`src/rtl/mux_scan_ctrl_pkg.sv`:
```
// Shared constants for the mux scan controller: state encodings and default sizing.
package mux_scan_ctrl_pkg;
  localparam int DEF_N_SAMPLES = 4;
  localparam int DEF_CNT_W     = 4;

  typedef enum logic [1:0] {
    ST_IDLE = 2'b00,
    ST_SCAN = 2'b01,
    ST_DONE = 2'b10
  } state_e;
endpackage

```
`src/rtl/mux_scan_ctrl_if.sv`:
```
// Scan request/result bundle between a requester (master) and the scan controller (slave).
interface mux_scan_ctrl_if
  import mux_scan_ctrl_pkg::*;
#(
  parameter int N_SAMPLES = DEF_N_SAMPLES
);
  logic                 start;
  logic                 z;
  logic                 select;
  logic                 busy;
  logic                 done;
  logic [N_SAMPLES-1:0] result;

  modport master (output start, z, input select, busy, done, result);
  modport slave  (input start, z, output select, busy, done, result);
endinterface

```
`src/rtl/mux_scan_ctrl_scan_counter.sv`:
```
// Sample-step counter with synchronous clear/enable and a terminal flag on the last step.
module mux_scan_ctrl_scan_counter
  import mux_scan_ctrl_pkg::*;
#(
  parameter int N_SAMPLES = DEF_N_SAMPLES,
  parameter int CNT_W     = DEF_CNT_W
) (
  input  logic             clk,
  input  logic             rst_n,
  input  logic             clr,
  input  logic             en,
  output logic [CNT_W-1:0] cnt,
  output logic             tc
);
  always_ff @(posedge clk) begin
    if (!rst_n || clr) cnt <= '0;
    else if (en)       cnt <= cnt + CNT_W'(1);
  end

  assign tc = (cnt == CNT_W'(N_SAMPLES - 1));
endmodule

```
`src/rtl/mux_scan_ctrl.sv`:
```
// Drives the 2:1 mux select with 0,1,0,1... for N_SAMPLES steps, packs the sampled z
// into result, then pulses done for one cycle.
module mux_scan_ctrl
  import mux_scan_ctrl_pkg::*;
#(
  parameter int N_SAMPLES = DEF_N_SAMPLES,
  parameter int CNT_W     = DEF_CNT_W
) (
  input  logic           clk,
  input  logic           rst_n,
  mux_scan_ctrl_if.slave bus
);
  state_e               state, state_nxt;
  logic [CNT_W-1:0]     cnt;
  logic                 tc, cnt_clr, cnt_en;
  logic                 sel_q, sel_nxt;
  logic [N_SAMPLES-1:0] res_q, res_nxt;

  mux_scan_ctrl_scan_counter #(.N_SAMPLES(N_SAMPLES), .CNT_W(CNT_W)) u_cnt (
    .clk  (clk),
    .rst_n(rst_n),
    .clr  (cnt_clr),
    .en   (cnt_en),
    .cnt  (cnt),
    .tc   (tc)
  );

  always_ff @(posedge clk) begin
    if (!rst_n) state <= ST_IDLE;
    else        state <= state_nxt;
  end

  always_comb begin
    state_nxt = ST_IDLE;
    cnt_clr   = 1'b0;
    cnt_en    = 1'b0;
    sel_nxt   = 1'b0;
    res_nxt   = res_q;
    case (state)
      ST_IDLE: begin
        if (bus.start) begin
          state_nxt = ST_SCAN;
          cnt_clr   = 1'b1;
          res_nxt   = '0;
        end
      end
      ST_SCAN: begin
        cnt_en = 1'b1;
        // z reflects the select driven during the cycle now ending
        for (int i = 0; i < N_SAMPLES; i++)
          if (cnt == CNT_W'(i)) res_nxt[i] = bus.z;
        if (tc) state_nxt = ST_DONE;
        else begin
          state_nxt = ST_SCAN;
          sel_nxt   = ~sel_q;
        end
      end
      ST_DONE: state_nxt = ST_IDLE;
      default: state_nxt = ST_IDLE;
    endcase
  end

  always_ff @(posedge clk) begin
    if (!rst_n) begin
      sel_q <= 1'b0;
      res_q <= '0;
    end else begin
      sel_q <= sel_nxt;
      res_q <= res_nxt;
    end
  end

  assign bus.select = sel_q;
  assign bus.result = res_q;
  assign bus.busy   = (state == ST_SCAN);
  assign bus.done   = (state == ST_DONE);
endmodule
```
`src/flat_wrapper.sv`:
```
// flat-port wrapper written by rule: the top's interface ports become plain ports
module mux_scan_ctrl_flat import mux_scan_ctrl_pkg::*;
#(
  parameter int N_SAMPLES = DEF_N_SAMPLES,
  parameter int CNT_W     = DEF_CNT_W
)
  (clk, rst_n, bus_start, bus_z, bus_select, bus_busy, bus_done, bus_result);
  mux_scan_ctrl_if #(.N_SAMPLES(N_SAMPLES)) bus_i ();
  input  logic clk;
  input  logic rst_n;
  input wire logic [$bits(bus_i.start)-1:0] bus_start;
  input wire logic [$bits(bus_i.z)-1:0] bus_z;
  output wire logic [$bits(bus_i.select)-1:0] bus_select;
  output wire logic [$bits(bus_i.busy)-1:0] bus_busy;
  output wire logic [$bits(bus_i.done)-1:0] bus_done;
  output wire logic [$bits(bus_i.result)-1:0] bus_result;
  assign bus_i.start = bus_start;
  assign bus_i.z = bus_z;
  assign bus_select = bus_i.select;
  assign bus_busy = bus_i.busy;
  assign bus_done = bus_i.done;
  assign bus_result = bus_i.result;
  mux_scan_ctrl #(.N_SAMPLES(N_SAMPLES), .CNT_W(CNT_W)) u_core (.clk(clk), .rst_n(rst_n), .bus(bus_i));
endmodule
```
`config.mk`:
```
export PLATFORM = sky130hd
export DESIGN_NAME = mux_scan_ctrl_flat
export DESIGN_NICKNAME = d
export VERILOG_FILES = /design/src/rtl/mux_scan_ctrl_pkg.sv /design/src/rtl/mux_scan_ctrl_if.sv /design/src/rtl/mux_scan_ctrl_scan_counter.sv /design/src/rtl/mux_scan_ctrl.sv /design/src/flat_wrapper.sv
export SDC_FILE = /design/constraint.sdc
export NUM_CORES = 1
export LEC_CHECK = 0
export BUFFER_PORTS_ARGS = -buffer_cell sky130_fd_sc_hd__buf_2
export CAP_MARGIN = 5
export CORE_MARGIN = 2
export CORE_UTILIZATION = 46
export DETAILED_ROUTE_END_ITERATION = 8
export PLACE_DENSITY = 0.77
export SKIP_CTS_REPAIR_TIMING = 1
export SYNTH_ARGS = -nofsm -noshare
export SYNTH_HDL_FRONTEND = slang
export SYNTH_SLANG_ARGS = --single-unit
```
`constraint.sdc`:
```
create_clock -name clk -period 1.1 [get_ports clk]
set_input_delay 0.11 -clock clk [delete_from_list [all_inputs] [get_ports clk]]
set_output_delay 0.11 -clock clk [all_outputs]
set_load 0.02 [all_outputs]
```
==> results.yml, run 1 <==
final_layout:
  final_cell_mix: "12 x nand3_1, 11 x buf_4, 8 x buf_2"
  final_common_cell: "nand3_1"
  regArea_um2: 233
  fin_area_um2: 848
  antenna_cells: 0
  post_layout_nonfiller_instances: 104
  drive_gt1_frac: 0.483
  areaGrowthSynthToFinish_pct: 37.5
  multi_input_area_um2: 409
  fill_cells: 109
  final_nets: 98
timing:
  finalSetupViolCount: 2
  fmax_ghz: 0.841
  hold_viol_final: 0
  fin_skew_ns: 0.0118
  rsz0062_at_grt: "true"
  period_share: 1.08
  slew_headroom: 0.792
  worstMarginPinSlew_ns: 0.312
  period_needed_ns: 1.19
  slew_viol_final: 0
  whs_ns: 0.141
  fin_ws_ns: -0.0892
synthesis:
  synth_compound_area_frac: 0.108
  synth_fp_nets: 78
  synth-seq-area-share: 0.357
  syn_inst: 70
  synthSimpleGateAreaFrac: 0.377
  synth_top_family_by_area: "simple AND/OR/NAND/NOR gates"
  avgSynthCellArea_um2: 8.81
  synth.area.mux_share: 0
  synthAdderAreaFrac: 0.0811
  yosys_warnings: 0
  synth_seq_cells: 11
  synth_cell_type_count: 27
  synth_xor_xnor_area_share: 0
  syn_area_um2: 617
cts:
  cts_buffers: 3
  cts.sinks: 11
  cts.htree.levels: 1
  tritoncts: "yes"
  cts_buffer_depth: 2
  clkTransAtPathRegs_ns: 0.08
  worstSkewPairLatency_ns: 0.28
  root_buffer: "clkbuf_4"
outcome:
  status: "finished with violations"
  failed_checks: "negative setup slack"
setup_path:
  critPathMaxFanout: 7
  critical_path_arrival_ns: 1.08
  path_class: "reg2out"
  cp.required_ns: 0.99
  worstSetupStartpointType: "flop"
  endpoint_kind: "output pin"
global_route:
  grt_max_degree: 15
  grt_pass1_wl_um: 2060
  gr-usage-met2: 0.317
  grt_usage: 0.191
  globalRoute.busiestLayer: "met2"
  overflow: 0
  grt_pass1_vias: 513
  use_met1: 0.233
  use_met3: 0.0326
  antenna_found_initial: 0
power_and_ir_drop:
  p_int_w: 0.000623
  power_switching_w: 0.000238
  seqPwrFrac: 0.491
  power_frac_comb: 0.170
  leakagePower_nw: 0.371
  p_total_w: 0.000862
  pwr_density_cell_nw_per_um2: 1020
  clkPwrFrac: 0.340
  vdd_drop_max_mv: 0.551
  switching_share: 0.277
floorplanning:
  start_util: 0.486
  coreArea_um2: 1270
  die_h_um: 40.6
  die_w_um: 40.6
  std_cell_rows: 13
  pin_count: 11
  dieArea_um2: 1650
route:
  drc: 0
  wl_um: 1490
  firstDrtPassIters: 4
  drt_iter0_markers: 7
  vias: 575
  avgViaCountPerCell: 5.53
  final_antenna_net_count: 0
  drt-wirelength-per-cell_um: 14.3
placed_design:
  pre_cts_ws_ns: -0.0717
  dpl.hpwl_um: 965
  gp_congestion: 0.775
  place_inst: 97
  dpl_cell_area_um2: 721
  io_buffers: 10
job:
  maxCapViolCount: 0
hold_path:
  hp-class: "in2reg"
[through the flow]
step,util,setup TNS (ns)
2_1_floorplan,-,0
3_3_place_gp,0.568,-0.0447
3_5_place_dp,0.568,-0.234
4_1_cts,0.589,-0.552
5_1_grt,0.669,-0.257
6_report,0.669,-0.0928
[flip-flops by register name, summed over array words and instances, names as in the netlist]
signal             flops
u_core.bus.result      4
u_core.u_cnt.cnt       4
u_core.state           2
u_core.bus.select      1
[logic make-up after synthesis]
| group | Yosys count |
|---|---|
| and+or+nand+nor | 39 |
| DFF | 11 |
| AOI/OAI and AO/OA | 8 |
| buffers and inverters | 8 |
| adders and majority gates | 4 |
[synth_stat cells]
cell type	n	area (um^2)
nor3_1	2	10.0
buf_6	2	22.5
dfxtp_1	11	220
clkbuf_1	2	7.51
nand3_1	12	60.1
nor2b_1	3	18.8
ha_1	4	50.1
nand4_1	4	25.0
and4b_1	1	10.0
buf_2	2	10.0
nand2b_1	1	6.26
nand3_2	1	10.0
and3_1	1	6.26
nand4bb_1	3	33.8
a22oi_1	1	7.51
nor2_1	1	3.75
a32oi_1	1	8.76
o21bai_1	1	7.51
o32a_1	1	10.0
o211a_1	1	10.0
or4_1	1	7.51
nor3b_1	2	15.0
inv_1	2	7.51
a21boi_1	1	7.51
o21ai_0	1	5.00
o21ba_2	1	10.0
nand2_1	7	26.3
[layer usage]
| layer | vias to the layer above | part of all wire |
|---|---|---|
| met3 | 4 | 0.034 |
| met2 | 9 | 0.46 |
| li1 | 297 | - |
| met4 | 0 | 0.029 |
| met5 | - | 0 |
| met1 | 265 | 0.48 |
[worst max-delay path, cell delays in order (launching register included)]
cell,delay [ns]
dfxtp_2,0.36
buf_4,0.16
nor2b_4,0.15
buf_6,0.13
[power groups by stage]
stage	Clock [W]	Sequential, W	Combinational, W
after floorplan	0	0.000434	0.0000677
after CTS	0.000291	0.000420	0.000114
after detailed placement	0	0.000429	0.000113
after global placement	0	0.000428	0.000111
final	0.000293	0.000423	0.000146
after global routing	0.000311	0.000424	0.000160
[path summary, 6_finish.rpt]
kind,end,cells after the start,slack (ns),start
setup / recovery,bus_busy,3,-0.09,u_core.state[1]$_SDFF_PN0_
hold / removal,u_core.u_cnt.cnt[0]$_SDFFE_PP0N_,2,0.14,rst_n
setup reg to reg,u_core.u_cnt.cnt[3]$_SDFFE_PP0N_,3,0.01,u_core.u_cnt.cnt[0]$_SDFFE_PP0N_
hold reg to reg,u_core.bus.select$_SDFF_PP0_,1,0.44,u_core.bus.select$_SDFF_PP0_
[layout make-up]
cell class / instances / area share
tap: 15 / 0.0221
multi-input combinational: 51 / 0.482
clock buffer: 4 / 0.0310
inverter: 2 / 0.00885
timing repair buffer: 21 / 0.181
sequential: 11 / 0.274
(Power assumes the default switching activity.)
==> run 2: changes to the inputs <==
--- a/config.mk
+++ b/config.mk
@@ -8,9 +8,9 @@
 export BUFFER_PORTS_ARGS = -buffer_cell sky130_fd_sc_hd__buf_2
 export CAP_MARGIN = 5
 export CORE_MARGIN = 2
-export CORE_UTILIZATION = 46
+export CORE_UTILIZATION = 31
 export DETAILED_ROUTE_END_ITERATION = 8
-export PLACE_DENSITY = 0.77
+export PLACE_DENSITY = 0.58
 export SKIP_CTS_REPAIR_TIMING = 1
 export SYNTH_ARGS = -nofsm -noshare
 export SYNTH_HDL_FRONTEND = slang
==> results.yml, run 2 (same netlist as run 1, synthesis figures left out) <==
outcome:
  status: "finished with violations"
  failed_checks: "negative setup slack"
setup_path:
  endpoint_kind: "output pin"
  path_class: "reg2out"
  critical_path_arrival_ns: 1.05
  r2r_slack_ns: 0.01
  worstSetupStartpointType: "flop"
  slowest_delay_ns: 0.34
  path_cells: "buf_12, nor2b_4, buf_6"
  critPathMaxFanout: 12
  slowest_stage: "dfxtp_2"
  cp.required_ns: 0.99
power_and_ir_drop:
  p_total_w: 0.000851
  clkPwrFrac: 0.332
  power_switching_w: 0.000227
  leakagePower_nw: 0.370
  power_frac_comb: 0.171
  seqPwrFrac: 0.497
  p_int_w: 0.000624
  switching_share: 0.267
  vdd_drop_max_mv: 0.631
  pwr_density_cell_nw_per_um2: 978
cts:
  tritoncts: "yes"
  cts.htree.levels: 1
  worstSkewPairLatency_ns: 0.27
  cts_buffer_depth: 2
  cts_buffers: 3
  cts.sinks: 11
  clkTransAtPathRegs_ns: 0.07
  root_buffer: "clkbuf_4"
timing:
  period_share: 1.06
  slew_viol_final: 0
  fin_ws_ns: -0.0633
  hold_viol_final: 0
  fmax_ghz: 0.860
  fin_skew_ns: 0.000341
  slew_headroom: 0.790
  period_needed_ns: 1.16
  worstMarginPinSlew_ns: 0.314
  finalSetupViolCount: 2
  rsz0062_at_grt: "true"
route:
  m1WireLength_um: 674
  wl_met3_um: 46
  wl_um: 1410
  vias: 569
  routed.top_layer: "met4"
  avgViaCountPerCell: 4.86
  drt-wirelength-per-cell_um: 12.0
  route.met2.wl_um: 653
  drc: 0
  final_antenna_net_count: 0
  drt_iter0_markers: 7
  firstDrtPassIters: 2
final_layout:
  fill_cells: 210
  antenna_cells: 0
  areaGrowthSynthToFinish_pct: 41.0
  final_cell_mix: "12 x nand3_1, 12 x buf_4, 8 x buf_2"
  drive_gt1_frac: 0.467
  final_nets: 99
  fin_area_um2: 870
floorplanning:
  dieArea_um2: 2360
  std_cell_rows: 16
  die_h_um: 48.6
  start_util: 0.321
  die_w_um: 48.6
  coreArea_um2: 1920
  pin_count: 11
global_route:
  grt_usage: 0.127
  grt_max_degree: 13
  overflow: 0
  grt_pass1_vias: 529
  grt_pass1_wl_um: 2330
  antenna_found_initial: 0
job:
  maxCapViolCount: 0
placed_design:
  io_buffers: 10
  pre_cts_ws_ns: -0.0989
  gp_congestion: 0.764
  dpl.hpwl_um: 1020
  dpl_cell_area_um2: 743
hold_path:
  hp-class: "in2reg"
==> run 2: final cells by class <==
cell class | instances | area [um^2] | share of cell area
inverter | 2 | 7.51 | 0.00863
multi-input combinational | 51 | 409 | 0.471
tap | 27 | 33.8 | 0.0388
timing repair buffer | 22 | 161 | 0.186
clock buffer | 4 | 26.3 | 0.0302
sequential | 11 | 231 | 0.266
==> run 2: path summary, 6_finish.rpt <==
kind,endpoint,depth (start not counted),from
max,bus_busy,3,u_core.state[0]$_SDFF_PN0_
min,u_core.state[0]$_SDFF_PN0_,3,rst_n
max reg2reg,u_core.u_cnt.cnt[3]$_SDFFE_PP0N_,3,u_core.state[1]$_SDFF_PN0_
min reg2reg,u_core.bus.select$_SDFF_PP0_,1,u_core.bus.select$_SDFF_PP0_
==> run 2: power groups by stage <==
| stage | Combinational, W | Clock [W] | Sequential (W) |
|---|---|---|---|
| after floorplan | 0.0000677 | 0 | 0.000434 |
| after global placement | 0.000118 | 0 | 0.000429 |
| after detailed placement | 0.000120 | 0 | 0.000429 |
| after CTS | 0.000120 | 0.000293 | 0.000420 |
| after global routing | 0.000159 | 0.000311 | 0.000424 |
| final | 0.000145 | 0.000283 | 0.000423 |
==> run 2: metal layers <==
| metal | GRT usage | up-vias |
|---|---|---|
| met5 | 0 | - |
| met1 | 0.151 | 260 |
| met3 | 0.0216 | 5 |
| li1 | - | 295 |
| met2 | 0.215 | 9 |
| met4 | 0.0714 | 0 |
==> run 2: critical path: cells and delay by family (launching register included) <==
family,cells,cell delay [ns]
buffers and inverters,2,0.26
AND/OR/NAND/NOR,1,0.18
flip-flops,1,0.34
==> run 2: stage by stage <==
step	hold WS [ns]	setup TNS [ns]	std cells	util
floorplan	0.344	0	70	-
global placement	0.409	-0.193	110	0.387
detailed placement	0.408	-0.339	110	0.387
CTS	0.138	-0.737	114	0.400
global route	0.143	-0.266	117	0.452
finish	0.133	-0.0661	117	0.452
